File: src/rtl/rf_pkg.sv
// Shared sizing and encoding constants for the register-file writeback scheduler.
package rf_pkg;
    localparam int RF_NUM_REGS        = 32;
    localparam int RF_ADDR_W          = 5;
    localparam int RF_DATA_W          = 32;
    localparam int RF_MAX_OUTSTANDING = 4;
    localparam int RF_OUT_W           = 3;
    localparam int ZERO_REG           = 0;

    localparam logic GRANT_WB0 = 1'b0;
    localparam logic GRANT_WB1 = 1'b1;
endpackage

File: src/rtl/rf_scoreboard.sv
// Per-register busy bits, outstanding-write counter and issue hazard detection.
module rf_scoreboard import rf_pkg::*; #(
    parameter int NUM_REGS        = RF_NUM_REGS,
    parameter int ADDR_W          = RF_ADDR_W,
    parameter int MAX_OUTSTANDING = RF_MAX_OUTSTANDING,
    parameter int HARDWIRE_ZERO   = 1
) (
    input  logic                clk,
    input  logic                reset,
    input  logic [ADDR_W-1:0]   rs1_i,
    input  logic [ADDR_W-1:0]   rs2_i,
    input  logic [ADDR_W-1:0]   rd_i,
    input  logic                wen_i,
    input  logic                issue_i,
    input  logic                clr_i,
    input  logic [ADDR_W-1:0]   clr_idx_i,
    output logic [NUM_REGS-1:0] busy_o,
    output logic [RF_OUT_W-1:0] outstanding_o,
    output logic                hazard_o
);
    logic [NUM_REGS-1:0] busy_q, busy_d;
    logic [RF_OUT_W-1:0] cnt_q, cnt_d;
    logic                set_en, clr_en, cnt_full;

    assign cnt_full = (cnt_q == RF_OUT_W'(MAX_OUTSTANDING));
    assign hazard_o = busy_q[rs1_i] | busy_q[rs2_i] | (wen_i & (busy_q[rd_i] | cnt_full));
    assign set_en   = issue_i & wen_i & ~((HARDWIRE_ZERO != 0) && (rd_i == ADDR_W'(ZERO_REG)));
    // Only a pending bit can be retired, so a stray commit never drops the count.
    assign clr_en   = clr_i & busy_q[clr_idx_i];

    genvar gi;
    generate
        for (gi = 0; gi < NUM_REGS; gi++) begin : g_busy
            // Set beats clear when issue and commit hit the same register.
            assign busy_d[gi] = (set_en && (rd_i == ADDR_W'(gi))) |
                                (busy_q[gi] & ~(clr_en && (clr_idx_i == ADDR_W'(gi))));
        end
    endgenerate

    always_comb begin
        cnt_d = cnt_q;
        if (set_en && !clr_en) begin
            cnt_d = cnt_q + 1'b1;
        end else if (clr_en && !set_en && (cnt_q != '0)) begin
            cnt_d = cnt_q - 1'b1;
        end
    end

    always_ff @(posedge clk) begin
        if (reset) begin
            busy_q <= '0;
            cnt_q  <= '0;
        end else begin
            busy_q <= busy_d;
            cnt_q  <= cnt_d;
        end
    end

    assign busy_o        = busy_q;
    assign outstanding_o = cnt_q;
endmodule

File: src/rtl/rf_wb_scheduler.sv
// Issue-hazard gate plus round-robin arbitration of two writeback sources onto
// the register file's single registered write port.
module rf_wb_scheduler import rf_pkg::*; #(
    parameter int NUM_REGS        = RF_NUM_REGS,
    parameter int ADDR_W          = RF_ADDR_W,
    parameter int DATA_W          = RF_DATA_W,
    parameter int MAX_OUTSTANDING = RF_MAX_OUTSTANDING,
    parameter int HARDWIRE_ZERO   = 1
) (
    input  logic                clk,
    input  logic                reset,
    input  logic                iss_valid,
    output logic                iss_ready,
    input  logic [ADDR_W-1:0]   iss_rs1,
    input  logic [ADDR_W-1:0]   iss_rs2,
    input  logic [ADDR_W-1:0]   iss_rd,
    input  logic                iss_wen,
    input  logic                wb0_valid,
    output logic                wb0_ready,
    input  logic [ADDR_W-1:0]   wb0_rd,
    input  logic [DATA_W-1:0]   wb0_data,
    input  logic                wb1_valid,
    output logic                wb1_ready,
    input  logic [ADDR_W-1:0]   wb1_rd,
    input  logic [DATA_W-1:0]   wb1_data,
    output logic [ADDR_W-1:0]   PR1,
    output logic [ADDR_W-1:0]   PR2,
    output logic                write,
    output logic [ADDR_W-1:0]   WR,
    output logic [DATA_W-1:0]   WD,
    output logic [RF_OUT_W-1:0] outstanding,
    output logic                wb_err
);
    logic [NUM_REGS-1:0] busy;
    logic                hazard, issue_fire;
    logic                last_grant_q, last_grant_d;
    logic                gnt0, gnt1, gnt_any, gnt_zero, gnt_live, gnt_err;
    logic [ADDR_W-1:0]   gnt_rd;
    logic [DATA_W-1:0]   gnt_data;
    logic                write_q, write_d, wb_err_q, wb_err_d;
    logic [ADDR_W-1:0]   wr_q, wr_d;
    logic [DATA_W-1:0]   wd_q, wd_d;

    assign PR1        = iss_rs1;
    assign PR2        = iss_rs2;
    assign iss_ready  = ~hazard & ~reset;
    assign issue_fire = iss_valid & iss_ready;

    rf_scoreboard #(
        .NUM_REGS        (NUM_REGS),
        .ADDR_W          (ADDR_W),
        .MAX_OUTSTANDING (MAX_OUTSTANDING),
        .HARDWIRE_ZERO   (HARDWIRE_ZERO)
    ) u_scoreboard (
        .clk           (clk),
        .reset         (reset),
        .rs1_i         (iss_rs1),
        .rs2_i         (iss_rs2),
        .rd_i          (iss_rd),
        .wen_i         (iss_wen),
        .issue_i       (issue_fire),
        .clr_i         (write_q),
        .clr_idx_i     (wr_q),
        .busy_o        (busy),
        .outstanding_o (outstanding),
        .hazard_o      (hazard)
    );

    always_comb begin
        gnt0 = 1'b0;
        gnt1 = 1'b0;
        if (!reset) begin
            if (wb0_valid && wb1_valid) begin
                gnt0 = (last_grant_q == GRANT_WB1);
                gnt1 = (last_grant_q == GRANT_WB0);
            end else begin
                gnt0 = wb0_valid;
                gnt1 = wb1_valid;
            end
        end
    end

    assign wb0_ready = gnt0;
    assign wb1_ready = gnt1;
    assign gnt_any   = gnt0 | gnt1;
    assign gnt_rd    = gnt1 ? wb1_rd : wb0_rd;
    assign gnt_data  = gnt1 ? wb1_data : wb0_data;
    // A granted request is consumed either way; only a pending destination is written.
    assign gnt_zero  = (HARDWIRE_ZERO != 0) && (gnt_rd == ADDR_W'(ZERO_REG));
    assign gnt_live  = gnt_any & ~gnt_zero & busy[gnt_rd];
    assign gnt_err   = gnt_any & ~gnt_zero & ~busy[gnt_rd];

    always_comb begin
        last_grant_d = last_grant_q;
        if (gnt0) begin
            last_grant_d = GRANT_WB0;
        end else if (gnt1) begin
            last_grant_d = GRANT_WB1;
        end
        write_d  = gnt_live;
        wr_d     = gnt_live ? gnt_rd : wr_q;
        wd_d     = gnt_live ? gnt_data : wd_q;
        wb_err_d = wb_err_q | gnt_err;
    end

    always_ff @(posedge clk) begin
        if (reset) begin
            last_grant_q <= GRANT_WB1;
            write_q      <= 1'b0;
            wr_q         <= '0;
            wd_q         <= '0;
            wb_err_q     <= 1'b0;
        end else begin
            last_grant_q <= last_grant_d;
            write_q      <= write_d;
            wr_q         <= wr_d;
            wd_q         <= wd_d;
            wb_err_q     <= wb_err_d;
        end
    end

    assign write  = write_q;
    assign WR     = wr_q;
    assign WD     = wd_q;
    assign wb_err = wb_err_q;
endmodule

File: config.mk
export PLATFORM = sky130hd
export DESIGN_NAME = rf_wb_scheduler
export DESIGN_NICKNAME = d
export VERILOG_FILES = /design/src/rtl/rf_pkg.sv /design/src/rtl/rf_scoreboard.sv /design/src/rtl/rf_wb_scheduler.sv
export SDC_FILE = /design/constraint.sdc
export NUM_CORES = 1
export LEC_CHECK = 0
export ABC_AREA = 1
export BUFFER_PORTS_ARGS = -buffer_cell sky130_fd_sc_hd__buf_2
export CAP_MARGIN = 15
export CORE_ASPECT_RATIO = 1.1
export CORE_MARGIN = 4
export CORE_UTILIZATION = 23
export DETAILED_ROUTE_END_ITERATION = 10
export PLACE_DENSITY_LB_ADDON = 0.3
export SLEW_MARGIN = 10
export SYNTH_ARGS = -nofsm -noshare
export SYNTH_HDL_FRONTEND = slang
export SYNTH_HIERARCHICAL = 1
export SYNTH_SLANG_ARGS = --single-unit
File: constraint.sdc
create_clock -name clk -period 3.9 [get_ports clk]
set_input_delay 0.585 -clock clk [delete_from_list [all_inputs] [get_ports clk]]
set_output_delay 0.585 -clock clk [all_outputs]
set_load 0.03 [all_outputs]
Word level (Yosys, flattened, before mapping)
Index checks and enable logic that the tools add are counted.

word-level totals
  register bits after elaboration = 75
  memory bits (read-only) = 0
  memories kept = 0
  bits in latches = 0
  output and inout port bits = 55
  RAM bits = 0

operators by class
  add/subtract/negate cells = 2
  reductions and logical operators = 76
  div/mod/pow operators = 0
  order comparisons = 5
  bitwise operators = 116
  shift-type cells = 0
  eq/ne operators = 63
  $mul = 0
  mux-type cells = 20

operator list
  cell                 count
  $eq 5x5->1 const B   32
  $eq 5x4->1 const B   16
  $logic_and 1x1->1    68
  $and 1x1->1          41
  $eq 5x3->1 const B   8
  $not 1->1            38
  $or 1x1->1           37
  $mux 32              1
  $lt 5x6->1 const B   5
  $bmux 1 s5           5
  $eq 5x2->1 const B   4
  $logic_not 5->1      3
  $mux 1               11
  $eq 5x1->1 const B   2
  $mux 3               2
  $mux 5               1
  $reduce_bool 2->1    2
  $add 3x1->3 const B  1
  $eq 3x3->1 const B   1
  $reduce_bool 3->1    1
  $sub 3x1->3 const B  1
  $logic_not 1->1      2

Logic depth before layout (Yosys ltp)
Gate-level depths: netlist of the first run.

  word-level depth = 15
  depth in mapped cells = 23
  gate-level depth less buffers = 23

Cells and area by module
Netlist of the first run, hierarchy kept.

modules (own cells, without submodules)
  module           cells each  seq. area each (um^2)  area an instance (um^2)  instances
  rf_scoreboard    525         700.7                  2970.3                   1
  rf_wb_scheduler  484         800.8                  2660.1                   1

Worst setup path after synthesis of the first run
OpenSTA, ideal clock, no wires.

  kind = in2reg
  start = input iss_rs1[1]
  end = register u_scoreboard.cnt_q[2] (netlist: u_scoreboard/outstanding_o[2])
  stages on the path = 23
  arrival = 2817 ps
  path buffers = 1
  data required time = 3784 ps
  path slack = 967 ps
  cell sequence = clkbuf_1 > a21oi_1 > o21ai_0 > o21ai_0 > o21ai_0 > o21ai_0 > nand2_1 > o21ai_1 > nor2_1 > nand2_1 > nor3b_1 > nand2_1 > inv_1 > nand2_1 > inv_1 > nand2_2 > fa_1 > inv_1 > nand2_1 > nand2_1 > nand3_1 > nand2_1 > nor2_1

between the ends
  word-level cells in the longest chain between the ends = 13
  elaborated cells on any way between the ends = 15
  classes of those cells = 3 x mux; 7 x bitwise; 5 x reduce/logical

ends and longest elaborated chain
  what                             line                   text
  from (decl)                      rf_wb_scheduler.sv:14  input logic [ADDR_W-1:0] iss_rs1,
  $bmux 1 s5 *                     rf_scoreboard.sv:26    assign hazard_o = busy_q[rs1_i] | busy_q[rs2_i] | (wen_i & (busy_q[rd_i] | cnt_full));
  $mux 1 (not written as such) *   rf_scoreboard.sv:26
  $or 1x1->1 * (2 in series)       rf_scoreboard.sv:26
  net hazard                       rf_wb_scheduler.sv:35  logic hazard, issue_fire;
  $not 1->1 *                      rf_wb_scheduler.sv:46  assign iss_ready = ~hazard & ~reset;
  $and 1x1->1 *                    rf_wb_scheduler.sv:46
  $and 1x1->1 *                    rf_wb_scheduler.sv:47  assign issue_fire = iss_valid & iss_ready;
  net issue_fire                   rf_wb_scheduler.sv:35
  $and 1x1->1 * (2 in series)      rf_scoreboard.sv:27    assign set_en = issue_i & wen_i & ~((HARDWIRE_ZERO != 0) && (rd_i == ADDR_W'(ZERO_REG)));
  $logic_not 1->1                  rf_scoreboard.sv:44    end else if (clr_en && !set_en && (cnt_q != '0)) begin
  $logic_and 1x1->1 (2 in series)  rf_scoreboard.sv:44
  $reduce_bool 2->1 (no line)      --
  to (signal assigned)             rf_scoreboard.sv:55    cnt_q <= cnt_d;
  to (decl)                        rf_scoreboard.sv:22    logic [RF_OUT_W-1:0] cnt_q, cnt_d;

The timed path passes the listed nets; every way through them passes the cells marked *. The select of a mux whose other input is x is not followed.
A chain may end at the register's enable or synchronous reset.

Final worst setup path of the first run
  start = input iss_rs2[0]
  end = register u_scoreboard.cnt_q[2] (netlist: u_scoreboard/outstanding_o[2])

between the ends
  word-level cells in the longest chain between the ends = 13
  elaborated cells on any way between the ends = 15
  classes of those cells = 3 x mux; 7 x bitwise; 5 x reduce/logical

ends and longest elaborated chain
  what                             line                   text
  from (decl)                      rf_wb_scheduler.sv:15  input logic [ADDR_W-1:0] iss_rs2,
  $bmux 1 s5 *                     rf_scoreboard.sv:26
  $mux 1 (not written as such) *   rf_scoreboard.sv:26
  $or 1x1->1 * (2 in series)       rf_scoreboard.sv:26
  net hazard                       rf_wb_scheduler.sv:35
  $not 1->1 *                      rf_wb_scheduler.sv:46
  $and 1x1->1 *                    rf_wb_scheduler.sv:46
  $and 1x1->1 *                    rf_wb_scheduler.sv:47
  net issue_fire                   rf_wb_scheduler.sv:35
  $and 1x1->1 * (2 in series)      rf_scoreboard.sv:27
  $logic_not 1->1                  rf_scoreboard.sv:44
  $logic_and 1x1->1 (2 in series)  rf_scoreboard.sv:44
  $reduce_bool 2->1 (no line)      --

Marked as above.

==> run metrics, run 1 <==
initial antenna violation count=1; dpl cells=1,420; hpwl dp=15.5 mm; Peak Freq=301 MHz; Placed Area=approximately 6600 µm²; # clock sinks=75; critical path arrival=3.55 ns; most used routing layer=met2; postcts setup bufs=0; status=completed; PortBufs=between 100 and 150; Design Area, Final=6870 µm²; Starting Density=23.5%; DRC violations left=0; hold crit path type=flip-flop to flip-flop; Routed Antenna Nets=0; clk slew on worst S/H paths=0.06 ns; Syn Inst Count=between 1,000 and 1,500; Worst setup endpoint=u_scoreboard/outstanding_o[2]; CP endpoint kind=flip-flop; Final Cycle Share=85.2%; core area=23,900 µm²; worst hold margin=0.473 ns; Cell variety after synth=36; fin nets=around 1,200; share of cells above drive strength 1=18.0%; setup repair after global routing missed its margin=no; number of global-route vias before repair=5,923; clk_skew=0.0116 ns; Placement Rows=59; number of synthesized flops with an enable pin=0; sequential fraction of the synthesis area=26.7%; total grt overflow=0; total CTS buffers=9; # resized after CTS=0; Synth top area share=26.7%; die height=172 µm; syn nets=1,105; peak fanout along the critical path=26; Chip Width=157 µm; worst endpoint required time=just over 4 ns; Cell Chain, Critical Path=buf_2 > inv_1 > nor2_1 > o21ai_0 > o21ai_0 > o22ai_1 > nand2_1 > nand2_1 > nor2_1 > nand2_1 > nor3b_1 > nand2_1 > inv_1 > nand2_1 > inv_1 > nand2_2 > fa_1 > inv_1 > nand2_1 > nand2_1 > nand3_1 > nand2_1 > nor2_1; n_diodes=0; GR Layer Usage met3=4.13%; Vias/cell=4.63; Setup crit start=iss_rs2[0]; final hold violations=0; slowest CP cell=fa_1; DR WL/cell=15.0 µm; Critical R2R Launch=u_scoreboard/busy_o[1]; Post-Route Utilization=about 29%; leading area contributor after synthesis=dfxtp_1; TritonRoute pass-1 iters=5; first-pass GRT wire length=32.9 mm; Max-Cap Viols=0; GPL Wtd Cong=0.889; Crit path buffers/inverters=5; final WL=21.5 mm; syn_area_per_cell=5.58 µm²; gr usage total=between 10% and 20%; cell family with most CP delay=simple AND/OR/NAND/NOR gates; top-count cell post-synth=nand2_1; met1 usage=20.8%; TNS Setup=0 ns; clock latency on the worst-skew pair=0.34 ns; Place WS=0.292 ns; Synth Register Bits=between 70 and 80; area grow syn2layout=22.0%; Max VDD drop=about 0.18 mV; slowest stage delay, CP=~0.36 ns; min Tclk post-route=3.32 ns; final setup vio count=0; most used cell, CP=nand2_1; Reg2Reg Depth=23; Power Density=between 300 and 400 nW/µm²; reg2reg end=u_scoreboard/outstanding_o[2]; final worst setup slack=0.576 ns; R2R Setup Slk=0.73 ns; CTS root buf=clkbuf_16; Worst Tran Pin Value=0.872 ns; Critical Path Source Type=input pin; Total Power=2.36 mW; fin. max-slew vios=0; GR Util met2=between 20% and 30%; Crit. path cell count=23; Async S/R FF share, synth=0%; Post-Layout Cell Count=1,435; Most used DFF post-synth=dfxtp_1; num ports=150; top cells by area, synth=dfxtp_1, nand2_1, nand3_1, nor2_1, inv_1; Starting DRT DRC Count=just over 700; Post-Syn Area=5630 µm²; largest net degree at the start of global routing=38; vias=~6,600; CTS max path bufs=2; leakage power=approximately 3.4 nW; synth cell count leaders=nand2_1, nor2_1, nand3_1; CTS tree=yes; full die area=27,000 µm²; H-tree level count=3; Synthesis Warnings=6; crit path kind=input pin to flip-flop; hold-fix buffers at CTS=0; Slew headroom=41.8%
## flip-flops by register name, summed over array words and instances (netlist names)
name,count
WD,32
u_scoreboard/busy_o,32
WR,5
u_scoreboard/outstanding_o,3
last_grant_q,1
wb_err,1
write,1
## how the worst min path moves through the flow
stage / from / to / slack [ns] / depth (start not counted)
floorplan: u_scoreboard/busy_o[1] / u_scoreboard/busy_o[1] / 0.46 / 2
global placement: wb_err / wb_err / 0.47 / 2
detailed placement: wb_err / wb_err / 0.46 / 2
CTS: wb_err / wb_err / 0.48 / 2
global route: wb_err / wb_err / 0.52 / 2
finish: wb_err / wb_err / 0.47 / 2
## cell usage in the layout, fill, tap and decap left out, drive strengths merged
master    count
a21boi        1
a21oi        59
a22oi         1
a311oi        1
a31oi         1
buf         158
bufinv        2
clkbuf       10
clkinv        3
clkinvlp      1
dfxtp        75
fa            1
inv         120
nand2       355
nand3       117
nand3b        3
nand4         9
nor2        128
nor3          3
nor3b         1
o211ai        3
o21ai        73
o22ai         4
o31ai         1
## worst reg2reg max path, stage by stage (launching register included)
cell and delay (ns):
dfxtp_1 0.38, inv_1 0.18, a21oi_1 0.08, o21ai_0 0.12, o21ai_0 0.13, nor2_1 0.10, o22ai_1 0.11, nand2_1 0.07
nand2_1 0.06, nor2_1 0.17, nand2_1 0.11, nor3b_1 0.21, nand2_1 0.07, inv_1 0.05, nand2_1 0.13, inv_1 0.23
nand2_2 0.13, fa_1 0.36, inv_1 0.07, nand2_1 0.05, nand2_1 0.08, nand3_1 0.07, nand2_1 0.06, nor2_1 0.03
## per-layer routing
layer  up-vias  wire [µm]
met5         -          7
met4         2        348
met3        23       2520
met2       343       9330
met1      2861       9300
li1       3408          -
## report_power, final
| group | internal (mW) | total [mW] | switching (mW) |
|---|---|---|---|
| combinational | 0.184 | 0.603 | 0.418 |
| clock | 0.572 | 0.909 | 0.337 |
| sequential | 0.811 | 0.851 | 0.0406 |
| total | 1.57 | 2.36 | 0.796 |
## cell type report
| cell class | instances | area (µm²) |
|---|---|---|
| clock buffer | 10 | 239 |
| tap | 305 | 382 |
| timing repair buffer | 158 | 838 |
| clock inverter | 5 | 77.6 |
| sequential | 75 | 1500 |
| multi-input combinational | 761 | 3380 |
| inverter | 121 | 454 |
| fill | 2726 | 17100 |
## logic make-up after synthesis
| kind of cell | after synthesis | synth area share (%) |
|---|---|---|
| AND/OR/NAND/NOR | 616 | 45.8 |
| adder cells (fa/ha/maj) | 1 | 0.356 |
| AO/OA/AOI/OAI | 144 | 13.8 |
| buffers and inverters | 173 | 13.4 |
| flip-flops | 75 | 26.7 |
Note: power is estimated with default switching activity, not from simulation.
==> run 2, diff against run 1 <==
--- a/config.mk
+++ b/config.mk
@@ -13,6 +13,7 @@
 export CORE_UTILIZATION = 23
 export DETAILED_ROUTE_END_ITERATION = 10
 export PLACE_DENSITY_LB_ADDON = 0.3
+export RECOVER_POWER = 50
 export SLEW_MARGIN = 10
 export SYNTH_ARGS = -nofsm -noshare
 export SYNTH_HDL_FRONTEND = slang
==> constraint.sdc (replaced) <==
create_clock -name clk -period 3.9 [get_ports clk]
set_input_delay 0.585 -clock clk [delete_from_list [all_inputs] [get_ports clk]]
set_output_delay 0.585 -clock clk [all_outputs]
set_load 0.005 [all_outputs]
==> run 2 against run 1 <==
  * Maximum frequency is 0.48% higher
  * Clock skew is 0.00075 ns lower
  * Flip-flop and latch count stayed put
  * Critical path type unchanged
  * Wire length hardly changed
  * Die area stayed put
  * Sequential share of layout area is 0.27 points higher
  * Combinational power is 18% lower
  * Final area is 1.2% lower
  * Clock power hardly changed
==> run metrics, run 2 (synthesized netlist as in run 1, its figures left out) <==
Chip Width=157 µm (unchanged); first-pass GRT wire length=32.9 mm (unchanged); Power Density=332 nW/µm² (-3.4%); num ports=150 (unchanged); area grow syn2layout=20.5%; Placement Rows=59 (unchanged); Total Power=2.26 mW (-4.6%); Routed Antenna Nets=0 (unchanged); CTS root buf=clkbuf_16; Starting DRT DRC Count=672 (-7.4%); Peak Freq=302 MHz (+0.48%); # clock sinks=75 (unchanged); R2R Setup Slk=0.72 ns (about the same); Starting Density=23.5% (unchanged); core area=23,900 µm² (unchanged); die height=172 µm (unchanged); status=completed; TritonRoute pass-1 iters=5 (unchanged); TNS Setup=0 ns (unchanged); PortBufs=149 (unchanged); final WL=21.5 mm (about the same); full die area=27,000 µm² (unchanged); largest net degree at the start of global routing=38 (unchanged); min Tclk post-route=3.31 ns (-0.0157 ns); Filler cells=2,753 (+0.99%); Max VDD drop=0.184 mV (about the same); hold crit path type=flip-flop to flip-flop; n_diodes=0 (unchanged); Worst Tran Pin Value=1.38 ns (+0.509 ns); clk_skew=0.0108 ns (-0.000748 ns); worst endpoint required time=4.13 ns (about the same); Vias/cell=4.63 (+0.12%); register area=1500 µm² (unchanged); DR WL/cell=15.0 µm (about the same); vias=6,645 (+0.12%); clk slew on worst S/H paths=0.06 ns (about the same); number of global-route vias before repair=5,923 (unchanged); critical path arrival=3.54 ns (about the same); total grt overflow=0 (unchanged); share of cells above drive strength 1=13.2% (-4.8 points); hpwl dp=15.5 mm (unchanged); most common cell after layout, fill and taps aside=nand2_1; hold-fix buffers at CTS=0 (unchanged); H-tree level count=3 (unchanged); setup repair after global routing missed its margin=no; leakage power=3.16 nW (-6.1%); gr usage total=15.5% (unchanged); crit path kind=input pin to flip-flop; fin nets=1,222 (unchanged); CTS max path bufs=2 (unchanged); fin. max-slew vios=0 (unchanged); CP endpoint kind=flip-flop; initial antenna violation count=1 (unchanged); final setup vio count=0 (unchanged); total CTS buffers=9 (unchanged); Slew headroom=7.34% (-34 points); # resized after CTS=0 (unchanged); postcts setup bufs=0 (unchanged); area occupied by multi-input gates=3360 µm² (-0.44%); DRC violations left=0 (unchanged); Max-Cap Viols=0 (unchanged); GPL Wtd Cong=0.889 (unchanged); most frequent cells in the layout=nand2_1, nor2_1, inv_1, nand3_1, buf_2; final hold violations=0 (unchanged); CTS tree=yes; Critical Path Source Type=input pin; Final Cycle Share=84.8% (-0.40 points); peak fanout along the critical path=17 (-35%); clock latency on the worst-skew pair=0.34 ns (about the same)
-- run 2: cell count changes in the layout (fill, tap and decap cells not counted), sizes merged --
cell	before	now
buf	158	106
clkbuf	10	62
-- run 2: area by class of cell --
type | instances | share of cell area, %
multi-input combinational | 761 | 49.5
clock buffer | 10 | 3.52
sequential | 75 | 22.1
tap | 305 | 5.62
inverter | 121 | 6.69
clock inverter | 5 | 1.14
timing repair buffer | 158 | 11.4
-- run 2: per-stage QoR --
| step | utilization, % | cell area [µm²] | cells | hold slack [ns] | setup slack, ns |
|---|---|---|---|---|---|
| 2_1_floorplan | - | 5630 | 1009 | 0.460 | 0.981 |
| 3_3_place_gp | 27.4 | 6550 | 1420 | 0.471 | 0.410 |
| 3_5_place_dp | 27.4 | 6550 | 1420 | 0.462 | 0.292 |
| 4_1_cts | 28.7 | 6870 | 1435 | 0.484 | 0.645 |
| 5_1_grt | 28.4 | 6790 | 1435 | 0.527 | 0.265 |
| 6_report | 28.4 | 6790 | 1435 | 0.475 | 0.592 |
-- run 2: final timing paths --
kind | from | to | cells after the start
setup / recovery | iss_rs2[1] | u_scoreboard/outstanding_o[2] | 23
hold / removal | wb_err | wb_err | 2
setup reg to reg | WR[0] | u_scoreboard/outstanding_o[0] | 14
hold reg to reg | wb_err | wb_err | 2
-- run 2: power by group --
group	total [mW]	internal (mW)	switching [mW]
Sequential	0.853	0.811	0.0420
Combinational	0.492	0.169	0.323
Clock	0.910	0.572	0.338
-- run 2: layer usage --
metal | vias up | share of wire (%) | global-route usage [%]
met2 | 349 | 44 | 24.3
met4 | 2 | 1.6 | 4.49
met5 | - | 0.033 | 0
met3 | 24 | 12 | 4.13
met1 | 2864 | 43 | 20.8
li1 | 3406 | - | -
-- run 2: worst max-delay path, cell delays in order --
cell      delay, ns
clkbuf_1       0.45
a21oi_1        0.07
o21ai_0        0.11
o21ai_0        0.11
o21ai_0        0.15
o22ai_1        0.11
nand2_1        0.07
nand2_1        0.06
nor2_1         0.17
nand2_1        0.11
nor3b_1        0.20
nand2_1        0.07
inv_1          0.05
nand2_1        0.12
inv_1          0.23
nand2_2        0.12
fa_1           0.36
inv_1          0.08
nand2_1        0.06
nand2_1        0.08
nand3_1        0.07
nand2_1        0.07
nor2_1         0.03
==> run 3, diff against run 2 <==
==> constraint.sdc (replaced) <==
create_clock -name clk -period 3.25 [get_ports clk]
set_input_delay 0.4875 -clock clk [delete_from_list [all_inputs] [get_ports clk]]
set_output_delay 0.4875 -clock clk [all_outputs]
set_load 0.005 [all_outputs]
==> run 3 against run 2 <==
  * Final area grew 2.7%
  * Via count grew 2.1%
  * Wire length increased by 2.7%
  * Clock-buffer cell count increased by 3
  * Utilization up 0.75 points
  * Sequential share of layout area decreased by 0.57 points
==> run metrics, run 3 (synthesized netlist as in run 1, its figures left out) <==
status=completed; final WL=22.1 mm (+2.7%); peak fanout along the critical path=23 (+6); CP endpoint kind=flip-flop; clock latency on the worst-skew pair=0.34 ns (about the same); Starting Density=23.5% (unchanged); most frequent cells in the layout=nand2_1, nor2_1, inv_1, nand3_1, buf_2; critical path arrival=3.12 ns (-0.42 ns); initial antenna violation count=0 (-1); Hold Path Stages=5 (+3); Starting DRT DRC Count=634 (-5.7%); largest net degree at the start of global routing=38 (unchanged); most used cell, CP=nand2_1; share of cells above drive strength 1=15.7% (+2.6 points); hpwl dp=16.5 mm (+6.3%); worst hold margin=0.463 ns (-0.0126 ns); dpl cells=1,452 (+2.3%); Max-Cap Viols=0 (unchanged); Vias/cell=4.62 (-0.20%); GPL Wtd Cong=0.910 (+2.4%); final setup vio count=0 (unchanged); Final Cycle Share=88.0%; R2R Setup Slk=0.39 ns (-0.33 ns); final worst setup slack=0.391 ns (-0.201 ns); DR WL/cell=15.1 µm (+0.39%); TNS Setup=0 ns (unchanged); full die area=27,000 µm² (unchanged); Placement Rows=59 (unchanged); postcts setup bufs=0 (unchanged); Max VDD drop=0.189 mV (+2.8%); H-tree level count=3 (unchanged); Power Density=368 nW/µm² (+11%); slowest CP cell=nand3_2; DRC violations left=0 (unchanged); # resized after CTS=0 (unchanged); fin nets=1,254 (+2.6%); total grt overflow=0 (unchanged); Design Area, Final=6970 µm² (+2.7%); TritonRoute pass-1 iters=5 (unchanged); Slew headroom=27.1% (+20 points); min Tclk post-route=between 2 and 3 ns; Total Power=2.57 mW (+14%); clk slew on worst S/H paths=0.07 ns (about the same); CTS tree=yes; CTS max path bufs=2 (unchanged); die height=172 µm (unchanged); final hold violations=0 (unchanged); Place WS=0.0979 ns (-0.194 ns); CTS root buf=clkbuf_16; number of global-route vias before repair=6,370 (+7.5%); Post-Layout Cell Count=1,468 (+2.3%); vias=6,784 (+2.1%); crit path kind=flip-flop to flip-flop; total CTS buffers=9 (unchanged); first-pass GRT wire length=34.3 mm (+4.2%); # clock sinks=75 (unchanged); Critical Path Source Type=flip-flop; Worst Tran Pin Value=1.09 ns (-0.294 ns); setup repair after global routing missed its margin=no; Peak Freq=between 300 and 400 MHz; Placed Area=6780 µm² (+3.5%); num ports=150 (unchanged); Reg2Reg Depth=14 (unchanged); Chip Width=157 µm (unchanged); Routed Antenna Nets=0 (unchanged); hold crit path type=input pin to flip-flop; hold-fix buffers at CTS=0 (unchanged); Cell Chain, Critical Path=nand2_1 > nand3_4 > buf_4 > nand2_1 > o21ai_1 > nand2_1 > a21oi_1 > nor2_1 > nand2_2 > nand3_2 > buf_4 > nand2_1 > nand2_1 > nor2_1; fin. max-slew vios=0 (unchanged); worst endpoint required time=3.51 ns (-0.62 ns); most common cell after layout, fill and taps aside=nand2_1; leakage power=3.31 nW (+4.6%); Post-Route Utilization=29.1% (+0.75 points); slowest stage delay, CP=0.40 ns (-0.05 ns); gr usage total=16.2% (+0.73 points); area grow syn2layout=23.7%; core area=23,900 µm² (unchanged); clk_skew=0.0150 ns (+0.00412 ns); PortBufs=149 (unchanged)
==> run 3: area by class of cell <==
class / instances / area [µm²]
inverter: 121 / 454
sequential: 75 / 1500
clock inverter: 2 / 12.5
timing repair buffer: 190 / 1000
antenna: 1 / 2.50
clock buffer: 13 / 250
fill: 2802 / 17000
multi-input combinational: 761 / 3360
tap: 305 / 382
==> run 3: worst max-delay path, delay by kind of cell, from the launching register on <==
kind | cells | cell delay (ns)
and+or+nand+nor | 10 | 1.38
buffers and inverters | 2 | 0.60
AOI/OAI and AO/OA | 2 | 0.45
DFF | 1 | 0.33
==> run 3: where the power goes <==
part	total [mW]	switching (mW)	leakage (nW)	internal, mW
Clock	0.933	0.399	0.126	0.534
Sequential	1.01	0.0379	0.610	0.973
Combinational	0.621	0.402	2.57	0.219
==> run 3: path summary, 6_finish.rpt <==
check	end	from
setup / recovery	WR[4]	last_grant_q
setup reg to reg	WR[4]	last_grant_q
hold reg to reg	wb_err	wb_err
hold / removal	WD[11]	wb1_data[11]
==> run 3: metal layers <==
metal	wire length, µm	GRT usage, %	share of wire [%]	vias up
met5	0	0	0	-
met4	487	5.95	2.2	0
met3	2090	3.58	9.5	34
met2	9770	25.8	44	312
met1	9760	21.5	44	2972
li1	-	-	-	3466
